$ cat src/rtl/ls_pkg.sv
// Shared encodings and the alignment rule for the load/store unit.
package ls_pkg;

  localparam logic [1:0] SZ_BYTE = 2'd0;
  localparam logic [1:0] SZ_HALF = 2'd1;
  localparam logic [1:0] SZ_WORD = 2'd2;

  typedef enum logic [2:0] {
    IDLE  = 3'd0,
    RD    = 3'd1,
    LDONE = 3'd2,
    WR    = 3'd3,
    MERGE = 3'd4,
    ERR   = 3'd5
  } ls_state_e;

  function automatic logic is_misaligned(input logic [1:0] size, input logic [1:0] offset);
    logic bad;
    bad = 1'b0;
    case (size)
      SZ_BYTE: bad = 1'b0;
      SZ_HALF: bad = offset[0];
      SZ_WORD: bad = (offset != 2'd0);
      default: bad = 1'b1;
    endcase
    return bad;
  endfunction

endpackage

$ cat src/rtl/ls_lane_align.sv
// Big-endian lane extraction/extension for loads and lane merge for sub-word stores.
module ls_lane_align
  import ls_pkg::*;
(
  input  logic [31:0] rdata_word,
  input  logic [1:0]  offset,
  input  logic [1:0]  size,
  input  logic        zero_ext,
  input  logic [31:0] store_data,
  output logic [31:0] load_value,
  output logic [31:0] merged_word
);

  logic [7:0]  byte_lane;
  logic [15:0] half_lane;

  // Offset 0 is the most significant byte of the word.
  always_comb begin
    byte_lane   = 8'd0;
    half_lane   = 16'd0;
    load_value  = 32'd0;
    merged_word = rdata_word;
    case (offset)
      2'd0:    byte_lane = rdata_word[31:24];
      2'd1:    byte_lane = rdata_word[23:16];
      2'd2:    byte_lane = rdata_word[15:8];
      2'd3:    byte_lane = rdata_word[7:0];
      default: byte_lane = 8'd0;
    endcase
    if (offset[1]) begin
      half_lane = rdata_word[15:0];
    end else begin
      half_lane = rdata_word[31:16];
    end
    case (size)
      SZ_BYTE: begin
        load_value = zero_ext ? {24'd0, byte_lane} : {{24{byte_lane[7]}}, byte_lane};
        case (offset)
          2'd0:    merged_word[31:24] = store_data[7:0];
          2'd1:    merged_word[23:16] = store_data[7:0];
          2'd2:    merged_word[15:8]  = store_data[7:0];
          2'd3:    merged_word[7:0]   = store_data[7:0];
          default: merged_word = rdata_word;
        endcase
      end
      SZ_HALF: begin
        load_value = zero_ext ? {16'd0, half_lane} : {{16{half_lane[15]}}, half_lane};
        if (offset[1]) begin
          merged_word[15:0] = store_data[15:0];
        end else begin
          merged_word[31:16] = store_data[15:0];
        end
      end
      SZ_WORD: begin
        load_value  = rdata_word;
        merged_word = store_data;
      end
      default: begin
        load_value  = 32'd0;
        merged_word = rdata_word;
      end
    endcase
  end

endmodule

$ cat src/rtl/load_store_unit.sv
// Byte-addressed load/store front end for a word-organised data memory.
// Sub-word stores run a read-modify-write; one request in flight at a time.
module load_store_unit
  import ls_pkg::*;
#(
  parameter int DM = 7
) (
  input  logic          clk,
  input  logic          reset,
  input  logic          req_valid,
  output logic          req_ready,
  input  logic          req_write,
  input  logic [1:0]    req_size,
  input  logic          req_unsigned,
  input  logic [31:0]   req_addr,
  input  logic [31:0]   req_wdata,
  output logic          resp_valid,
  output logic [31:0]   resp_rdata,
  output logic          misaligned,
  output logic [DM-1:0] mem_addr,
  output logic [31:0]   mem_wdata,
  output logic          mem_read,
  output logic          mem_write,
  input  logic [31:0]   mem_rdata
);

  ls_state_e     state_q, state_d;
  logic          write_q, write_d;
  logic [1:0]    size_q, size_d;
  logic          unsigned_q, unsigned_d;
  logic [DM+1:0] addr_q, addr_d;
  logic [31:0]   wdata_q, wdata_d;
  logic          accept_s;
  logic [31:0]   load_value_s;
  logic [31:0]   merged_word_s;
  logic          unused_addr_s;

  assign unused_addr_s = ^req_addr[31:DM+2];
  assign accept_s      = req_valid && req_ready;

  ls_lane_align u_align (
    .rdata_word  (mem_rdata),
    .offset      (addr_q[1:0]),
    .size        (size_q),
    .zero_ext    (unsigned_q),
    .store_data  (wdata_q),
    .load_value  (load_value_s),
    .merged_word (merged_word_s)
  );

  always_comb begin
    state_d    = state_q;
    write_d    = write_q;
    size_d     = size_q;
    unsigned_d = unsigned_q;
    addr_d     = addr_q;
    wdata_d    = wdata_q;
    case (state_q)
      IDLE: begin
        if (accept_s) begin
          write_d    = req_write;
          size_d     = req_size;
          unsigned_d = req_unsigned;
          addr_d     = req_addr[DM+1:0];
          wdata_d    = req_wdata;
          if (is_misaligned(req_size, req_addr[1:0])) begin
            state_d = ERR;
          end else if (req_write && (req_size == SZ_WORD)) begin
            state_d = WR;
          end else begin
            state_d = RD;
          end
        end else begin
          state_d = IDLE;
        end
      end
      RD:      state_d = write_q ? MERGE : LDONE;
      LDONE:   state_d = IDLE;
      WR:      state_d = IDLE;
      MERGE:   state_d = IDLE;
      ERR:     state_d = IDLE;
      default: state_d = IDLE;
    endcase
  end

  always_ff @(posedge clk) begin
    if (reset) begin
      state_q    <= IDLE;
      write_q    <= 1'b0;
      size_q     <= 2'd0;
      unsigned_q <= 1'b0;
      addr_q     <= '0;
      wdata_q    <= 32'd0;
    end else begin
      state_q    <= state_d;
      write_q    <= write_d;
      size_q     <= size_d;
      unsigned_q <= unsigned_d;
      addr_q     <= addr_d;
      wdata_q    <= wdata_d;
    end
  end

  // Strobes are gated by reset so an aborted RMW never reaches memory.
  always_comb begin
    req_ready  = 1'b0;
    resp_valid = 1'b0;
    resp_rdata = 32'd0;
    misaligned = 1'b0;
    mem_addr   = addr_q[DM+1:2];
    mem_wdata  = 32'd0;
    mem_read   = 1'b0;
    mem_write  = 1'b0;
    if (!reset) begin
      case (state_q)
        IDLE: req_ready = 1'b1;
        RD:   mem_read  = 1'b1;
        LDONE: begin
          resp_valid = 1'b1;
          resp_rdata = load_value_s;
        end
        WR: begin
          mem_write  = 1'b1;
          mem_wdata  = wdata_q;
          resp_valid = 1'b1;
        end
        MERGE: begin
          mem_write  = 1'b1;
          mem_wdata  = merged_word_s;
          resp_valid = 1'b1;
        end
        ERR: begin
          resp_valid = 1'b1;
          misaligned = 1'b1;
        end
        default: req_ready = 1'b0;
      endcase
    end else begin
      req_ready = 1'b0;
    end
  end

endmodule

$ cat config.mk
export PLATFORM = sky130hd
export DESIGN_NAME = load_store_unit
export DESIGN_NICKNAME = d
export VERILOG_FILES = /design/src/rtl/ls_pkg.sv /design/src/rtl/ls_lane_align.sv /design/src/rtl/load_store_unit.sv
export SDC_FILE = /design/constraint.sdc
export NUM_CORES = 1
export LEC_CHECK = 0
export CAP_MARGIN = 0
export CORE_MARGIN = 3
export CORE_UTILIZATION = 45
export DETAILED_ROUTE_END_ITERATION = 6
export PLACE_DENSITY_LB_ADDON = 0.3
export SLEW_MARGIN = 5
export SYNTH_ARGS = -nofsm -noshare
export SYNTH_HDL_FRONTEND = slang
export SYNTH_HIERARCHICAL = 1
export SYNTH_SLANG_ARGS = --single-unit
$ cat constraint.sdc
create_clock -name clk -period 2.9 [get_ports clk]
set_input_delay 0.58 -clock clk [delete_from_list [all_inputs] [get_ports clk]]
set_output_delay 0.58 -clock clk [all_outputs]
set_load 0.02 [all_outputs]
==> results of run 1 <==
[cell type report]
cell class | count | area [sq um]
sequential | 48 | 973.4
clock buffer | 6 | 82.58
fill | 872 | 3115
tap | 129 | 161.4
multi-input combinational | 482 | 3132
inverter | 5 | 20.02
clock inverter | 2 | 15.01
timing repair buffer | 209 | 1959
[worst paths after layout]
kind	endpoint	slack, ns
max	mem_wdata[25]	0.07
min	addr_q[7]	0.49
max reg2reg	state_q[2]	0.94
min reg2reg	addr_q[7]	0.49
[Yosys cell counts, types with 2 or more instances]
cell type  number
buf_4           9
o21ai_0        43
nand2_1        36
o21ai_1        23
buf_8           2
buf_6           5
nand2_2         9
a221o_1         7
inv_1           3
nor4b_1         2
mux2_2         20
o221ai_1        7
o211ai_1       13
nor2_1         39
or3_1           2
clkbuf_1       38
mux2i_1        19
nor2b_1         3
dfxtp_1        48
a22o_1         22
a22oi_1        51
a222oi_1        2
mux2_1          5
a21o_1         10
o211ai_2        2
buf_2          16
a21oi_1        68
buf_1           3
nand3_1        46
nand2b_1        4
and2_1         32
[metrics by stage]
stage / util (%) / cells / hold slack, ns / total power [mW] / area (sq um)
global route: 67.06 / 881 / 0.5133 / 2.022 / 6344
detailed placement: 65.99 / 872 / 0.4723 / 1.500 / 6242
global placement: 65.99 / 872 / 0.4611 / 1.480 / 6242
floorplan: - / 609 / 0.4462 / 1.191 / 4471
CTS: 66.96 / 881 / 0.4863 / 1.917 / 6334
finish: 67.06 / 881 / 0.4880 / 1.922 / 6344
[sequential cells by signal, indices dropped and copies added (netlist names)]
name	cells
wdata_q	32
write_q	1
state_q	3
size_q	2
addr_q	9
unsigned_q	1
[per-layer routing]
| metal | vias to the layer above | GRT usage, % | routed length (um) | share of wire [%] |
|---|---|---|---|---|
| met3 | 28 | 4.470 | 1369 | 8.1 |
| met1 | 2586 | 36.46 | 6775 | 40 |
| met4 | 0 | 7.678 | 392 | 2.3 |
| li1 | 2545 | - | - | - |
| met2 | 274 | 50.05 | 8291 | 49 |
| met5 | - | 0 | 0 | 0 |
[kinds of logic (layout without fill, tap and decap cells)]
family,Yosys count,after routing,synth area share [%]
compound gates,253,253,37.14
xor+xnor,1,1,0.1959
buf+inv,79,222,9.572
flops,48,48,21.49
mux,45,45,11.06
simple gates,183,183,20.54
[layout by cell type, fill, tap and decap left out, drive strengths merged, types with 32 or more instances in the layout]
cell type       n
buf            55
dlygate4sd2    44
nand2          45
a22oi          51
nand3          46
and2           32
clkdlybuf4s50  79
dfxtp          48
a21oi          68
o21ai          66
nor2           40
[power by group]
| part | switching (mW) | internal, mW | total [mW] |
|---|---|---|---|
| Sequential | 0.0496 | 0.692 | 0.741 |
| Combinational | 0.395 | 0.358 | 0.753 |
| Clock | 0.235 | 0.194 | 0.428 |
| Total | 0.679 | 1.24 | 1.92 |
[worst min-delay path: cells and delay by family, from the launching register on]
family          cells  cell delay, ns
compound gates      2            0.13
flops               1            0.32
[what timing repair did]
item,CTS,global route
resized for setup,116,28
pin swaps,0,2
setup buffers,1,0
endpoints found under the setup margin,64,35
==> flow_metrics.env, run 1 <==
export IMPL_initial_core_util_pct=47.26
export IMPL_setup_tns_final_ns=0
export IMPL_drv_slew=0
export IMPL_place_ws_ns=-0.4297
export IMPL_drt_iter0_drc=449
export IMPL_cts_tree="built"
export IMPL_cp_end_kind="output port"
export IMPL_crit_arrival_ns=2.25
export IMPL_crit_slowest_cell="dfxtp_4"
export IMPL_die_area_sq_um=11170
export IMPL_core_sq_um=9459
export IMPL_h_tree_depth=2
export IMPL_ctsHoldBuffers=0
export IMPL_synth_distinct_cells=51
export IMPL_ant_nets=0
export IMPL_grt_util_all_layers_pct=28.62
export IMPL_yosys_warnings=6
export IMPL_ir_drop_uv=205.3
export IMPL_max_slew_margin_pct=59.17
export IMPL_cp_cell_sequence="buf_4 > nor2b_1 > buf_4 > a222oi_1 > nand2_1 > a22oi_1 > nor2_1 > dlygate4sd2_1"
export IMPL_crit_family="buffers and inverters"
export IMPL_grt_setup_unrepaired="true"
export IMPL_synthTopCellsByArea="dfxtp_1 21%, a22oi_1 8.6%, a21oi_1 7.6%, nand3_1 5.1%, mux2_2 5.0%"
export IMPL_fin_worst_skew_ns=0.009866
export IMPL_drv_cap=0
export IMPL_grt_pass1_wl_um=26410
export IMPL_synth_seq_cells=48
export IMPL_finalSetupViolCount=0
export IMPL_dr_pass1_iters=5
export IMPL_async_flop_share_pct=0
export IMPL_cts_root_buf="clkbuf_8"
export IMPL_syn_nets=712
export IMPL_n_antenna_cell=0
export IMPL_fmax_mhz=353.4
export IMPL_min_period_ns=2.829
export IMPL_yosysTopAreaCell="dfxtp_1"
export IMPL_p_per_area_nw_per_um2=303.0
export IMPL_grt_ovfl_total=0
export IMPL_synth_ff_type="dfxtp_1"
export IMPL_syn_area_per_cell_sq_um=7.341
export IMPL_criticalPathCategory="register to output port"
export IMPL_yosysSeqAreaShare_pct=21.49
export IMPL_drive_above_1_share_pct=18.35
export IMPL_netlist_area_sq_um=4471
export IMPL_period_share_pct=97.57
export IMPL_cp_buffers_inverters=3
export IMPL_clock_sinks=48
export IMPL_synth_edff_count=0
export IMPL_dieWidth_um=105.7
export IMPL_finalWirelength_um=16830
export IMPL_port_buffers=155
export IMPL_status="complete, no violations"
export IMPL_crit_top_cell="buf_4"
export IMPL_r2r_start="state_q[2]"
export IMPL_numCtsBuffers=5
export IMPL_antenna_found_initial=0
export IMPL_setup_slack_ns=0.07050
export IMPL_wl_per_cell_um=19.10
export IMPL_critical_path_startpoint="addr_q[1]"
export IMPL_hpwl_um=12560
export IMPL_startpoint_type="register"
export IMPL_p_leak_nw=2.479
export IMPL_worstPathMaxFanout=9
export IMPL_hp_start="addr_q[7]"
export IMPL_critPathRequiredTime_ns=2.32
export IMPL_drc_errors=0
export IMPL_finalNetCount=854
export IMPL_syn_inst=609
export IMPL_via_per_inst=6.167
export IMPL_clk_pin_slew_ns=0.10
export IMPL_gp_congestion=0.9680
export IMPL_cpPeakStageDelay_ns=0.39
export IMPL_die_y_um=105.7
export IMPL_reg2reg_depth=5
export IMPL_hp_class="register to register"
export IMPL_grt_pass1_vias=5097
export IMPL_pin_count=179
export IMPL_area_delta_synth_final_pct=41.90
export IMPL_synth_top_area_share_pct=21.49
export IMPL_cp_num_cells=8
export IMPL_hold_depth=2
export IMPL_cts_path_max_buffers=2
export IMPL_hold_viol=0
export IMPL_grt_start_max_net_pins=47
export IMPL_rows=35
export IMPL_tightestPinTransition_ns=0.6117
export IMPL_clkLatencyLatePin_ns=0.30
export IMPL_vias=5433
No activity file was read; power rests on OpenSTA's default activity.
==> inputs of run 2 (changes only) <==
--- a/config.mk
+++ b/config.mk
@@ -7,8 +7,9 @@
 export LEC_CHECK = 0
 export CAP_MARGIN = 0
 export CORE_MARGIN = 3
-export CORE_UTILIZATION = 45
+export CORE_UTILIZATION = 55
 export DETAILED_ROUTE_END_ITERATION = 6
+export DONT_BUFFER_PORTS = 1
 export PLACE_DENSITY_LB_ADDON = 0.3
 export SLEW_MARGIN = 5
 export SYNTH_ARGS = -nofsm -noshare
==> flow_metrics.env, run 2 (synthesis results as in run 1) <==
export IMPL_numCtsBuffers=5
export IMPL_cts_tree="built"
export IMPL_status="complete, no violations"
export IMPL_finalSetupViolCount=0
export IMPL_grt_setup_unrepaired="false"
export IMPL_drt_iter0_drc=445
export IMPL_die_y_um=96.16
export IMPL_cp_num_cells=6
export IMPL_startpoint_type="register"
export IMPL_power_total_mw=1.796
export IMPL_rows=32
export IMPL_crit_family="simple AND/OR/NAND/NOR gates"
export IMPL_die_area_sq_um=9246
export IMPL_criticalPathCategory="register to output port"
export IMPL_crit_arrival_ns=2.18
export IMPL_grt_start_max_net_pins=84
export IMPL_finalWirelength_um=14700
export IMPL_highest_layer="met4"
export IMPL_ctsHoldBuffers=0
export IMPL_crit_slowest_cell="or3_1"
export IMPL_final_common_cell="a21oi_1"
export IMPL_grt_pass1_vias=4323
export IMPL_drv_slew=0
export IMPL_hold_depth=1
export IMPL_core_sq_um=7807
export IMPL_antenna_found_initial=0
export IMPL_period_share_pct=95.15
export IMPL_p_per_area_nw_per_um2=385.4
export IMPL_reg2reg_depth=5
export IMPL_grt_util_all_layers_pct=30.15
export IMPL_grt_ovfl_total=0
export IMPL_critPathRequiredTime_ns=2.32
export IMPL_gp_congestion=0.9505
export IMPL_worstPathMaxFanout=17
export IMPL_seq_area_sq_um=965.9
export IMPL_wl_per_cell_um=21.46
export IMPL_drive_above_1_share_pct=16.47
export IMPL_clkLatencyLatePin_ns=0.30
export IMPL_p_leak_nw=1.633
export IMPL_drc_errors=0
export IMPL_cp_cell_sequence="buf_4 > or3_1 > o32ai_4 > nand2b_4 > o211ai_1 > and2_1"
export IMPL_fmax_mhz=362.4
export IMPL_wl_met1_um=5912
export IMPL_finalNetCount=686
export IMPL_final_cell_mix="68 x a21oi_1, 51 x a22oi_1, 46 x nand3_1, 44 x dfxtp_1, 43 x o21ai_0"
export IMPL_cts_path_max_buffers=2
export IMPL_wl_met2_um=6881
export IMPL_post_cts_buffers=0
export IMPL_ant_nets=0
export IMPL_hpwl_um=10430
export IMPL_cpPeakStageDelay_ns=0.41
export IMPL_largest_register="wdata_q"
export IMPL_largest_register_ffs=32
export IMPL_area_delta_synth_final_pct=4.226
export IMPL_cp_end_kind="output port"
export IMPL_initial_core_util_pct=57.26
export IMPL_top_regs="wdata_q (32), addr_q (9), state_q (3)"
export IMPL_hp_class="primary input to register"
export IMPL_fillers=750
export IMPL_ir_drop_uv=377.4
export IMPL_cts_root_buf="clkbuf_8"
export IMPL_fin_worst_skew_ns=0.006489
export IMPL_via_per_inst=6.847
export IMPL_clk_pin_slew_ns=0.09
export IMPL_dr_wl_met3_um=1518
export IMPL_dr_pass1_iters=5
export IMPL_multi_input_area_sq_um=3109
export IMPL_port_buffers=0
export IMPL_min_period_ns=2.759
export IMPL_tightestPinTransition_ns=0.9692
export IMPL_h_tree_depth=2
export IMPL_hold_viol=0
export IMPL_pin_count=179
export IMPL_setup_tns_final_ns=0
export IMPL_max_slew_margin_pct=35.32
export IMPL_drv_cap=0
export IMPL_cp_buffers_inverters=1
export IMPL_clock_sinks=48
export IMPL_dieWidth_um=96.16
export IMPL_grt_pass1_wl_um=21840
export IMPL_vias=4690
export IMPL_n_antenna_cell=0
[run 2: cell types whose count changed in the layout (fill, tap and decap cells not counted), sizes merged]
cell,previous run,this run
bufinv,0,2
clkdlybuf4s15,21,0
clkbuf,14,5
dlygate4sd2,44,0
clkdlybuf4s50,79,0
dlymetal6s2s,2,0
buf,55,41
clkinvlp,2,0
[run 2: final timing paths]
kind                            startpoint             end  slack (ns)
worst min-delay path                 reset       addr_q[7]        0.34
worst max register to register  state_q[1]     wdata_q[14]        0.91
worst max-delay path             size_q[1]  resp_rdata[13]        0.14
worst min register to register     write_q      state_q[1]        0.49
[run 2: through the flow]
stage	worst slack, ns	cell area (sq um)	util, %	hold slack, ns	instances
3_3_place_gp	0.2894	4509	57.76	0.4667	678
5_1_grt	0.01357	4659	59.68	0.3250	685
4_1_cts	0.05010	4652	59.58	0.3362	685
3_5_place_dp	0.2416	4509	57.76	0.4812	678
2_1_floorplan	0.6073	4471	-	0.4462	609
6_report	0.1407	4659	59.68	0.3381	685
[run 2: metal layers]
metal / up-vias / track usage, %
li1: 2203 / -
met1: 2193 / 39.58
met2: 261 / 48.99
met3: 33 / 5.864
met4: 0 / 10.55
met5: - / 0
[run 2: area by class of cell]
| type | instances | share of cell area (%) |
|---|---|---|
| inverters | 5 | 0.4296 |
| well taps | 102 | 2.739 |
| repair buffers | 41 | 6.606 |
| clock inverters | 2 | 1.289 |
| multi-input cells | 482 | 66.73 |
| flip-flops and latches | 48 | 20.73 |
| clock buffers | 5 | 1.477 |
[run 2: repair_timing]
item                                    in CTS  in global routing
endpoints found under the setup margin      18                 35
pin swaps                                    0                  1
gates resized for setup                      3                  5
[run 2: power by group]
group | internal [mW] | total, mW | switching (mW)
clock | 0.339 | 0.562 | 0.222
sequential | 0.693 | 0.751 | 0.0579
combinational | 0.202 | 0.483 | 0.281
total | 1.23 | 1.80 | 0.561
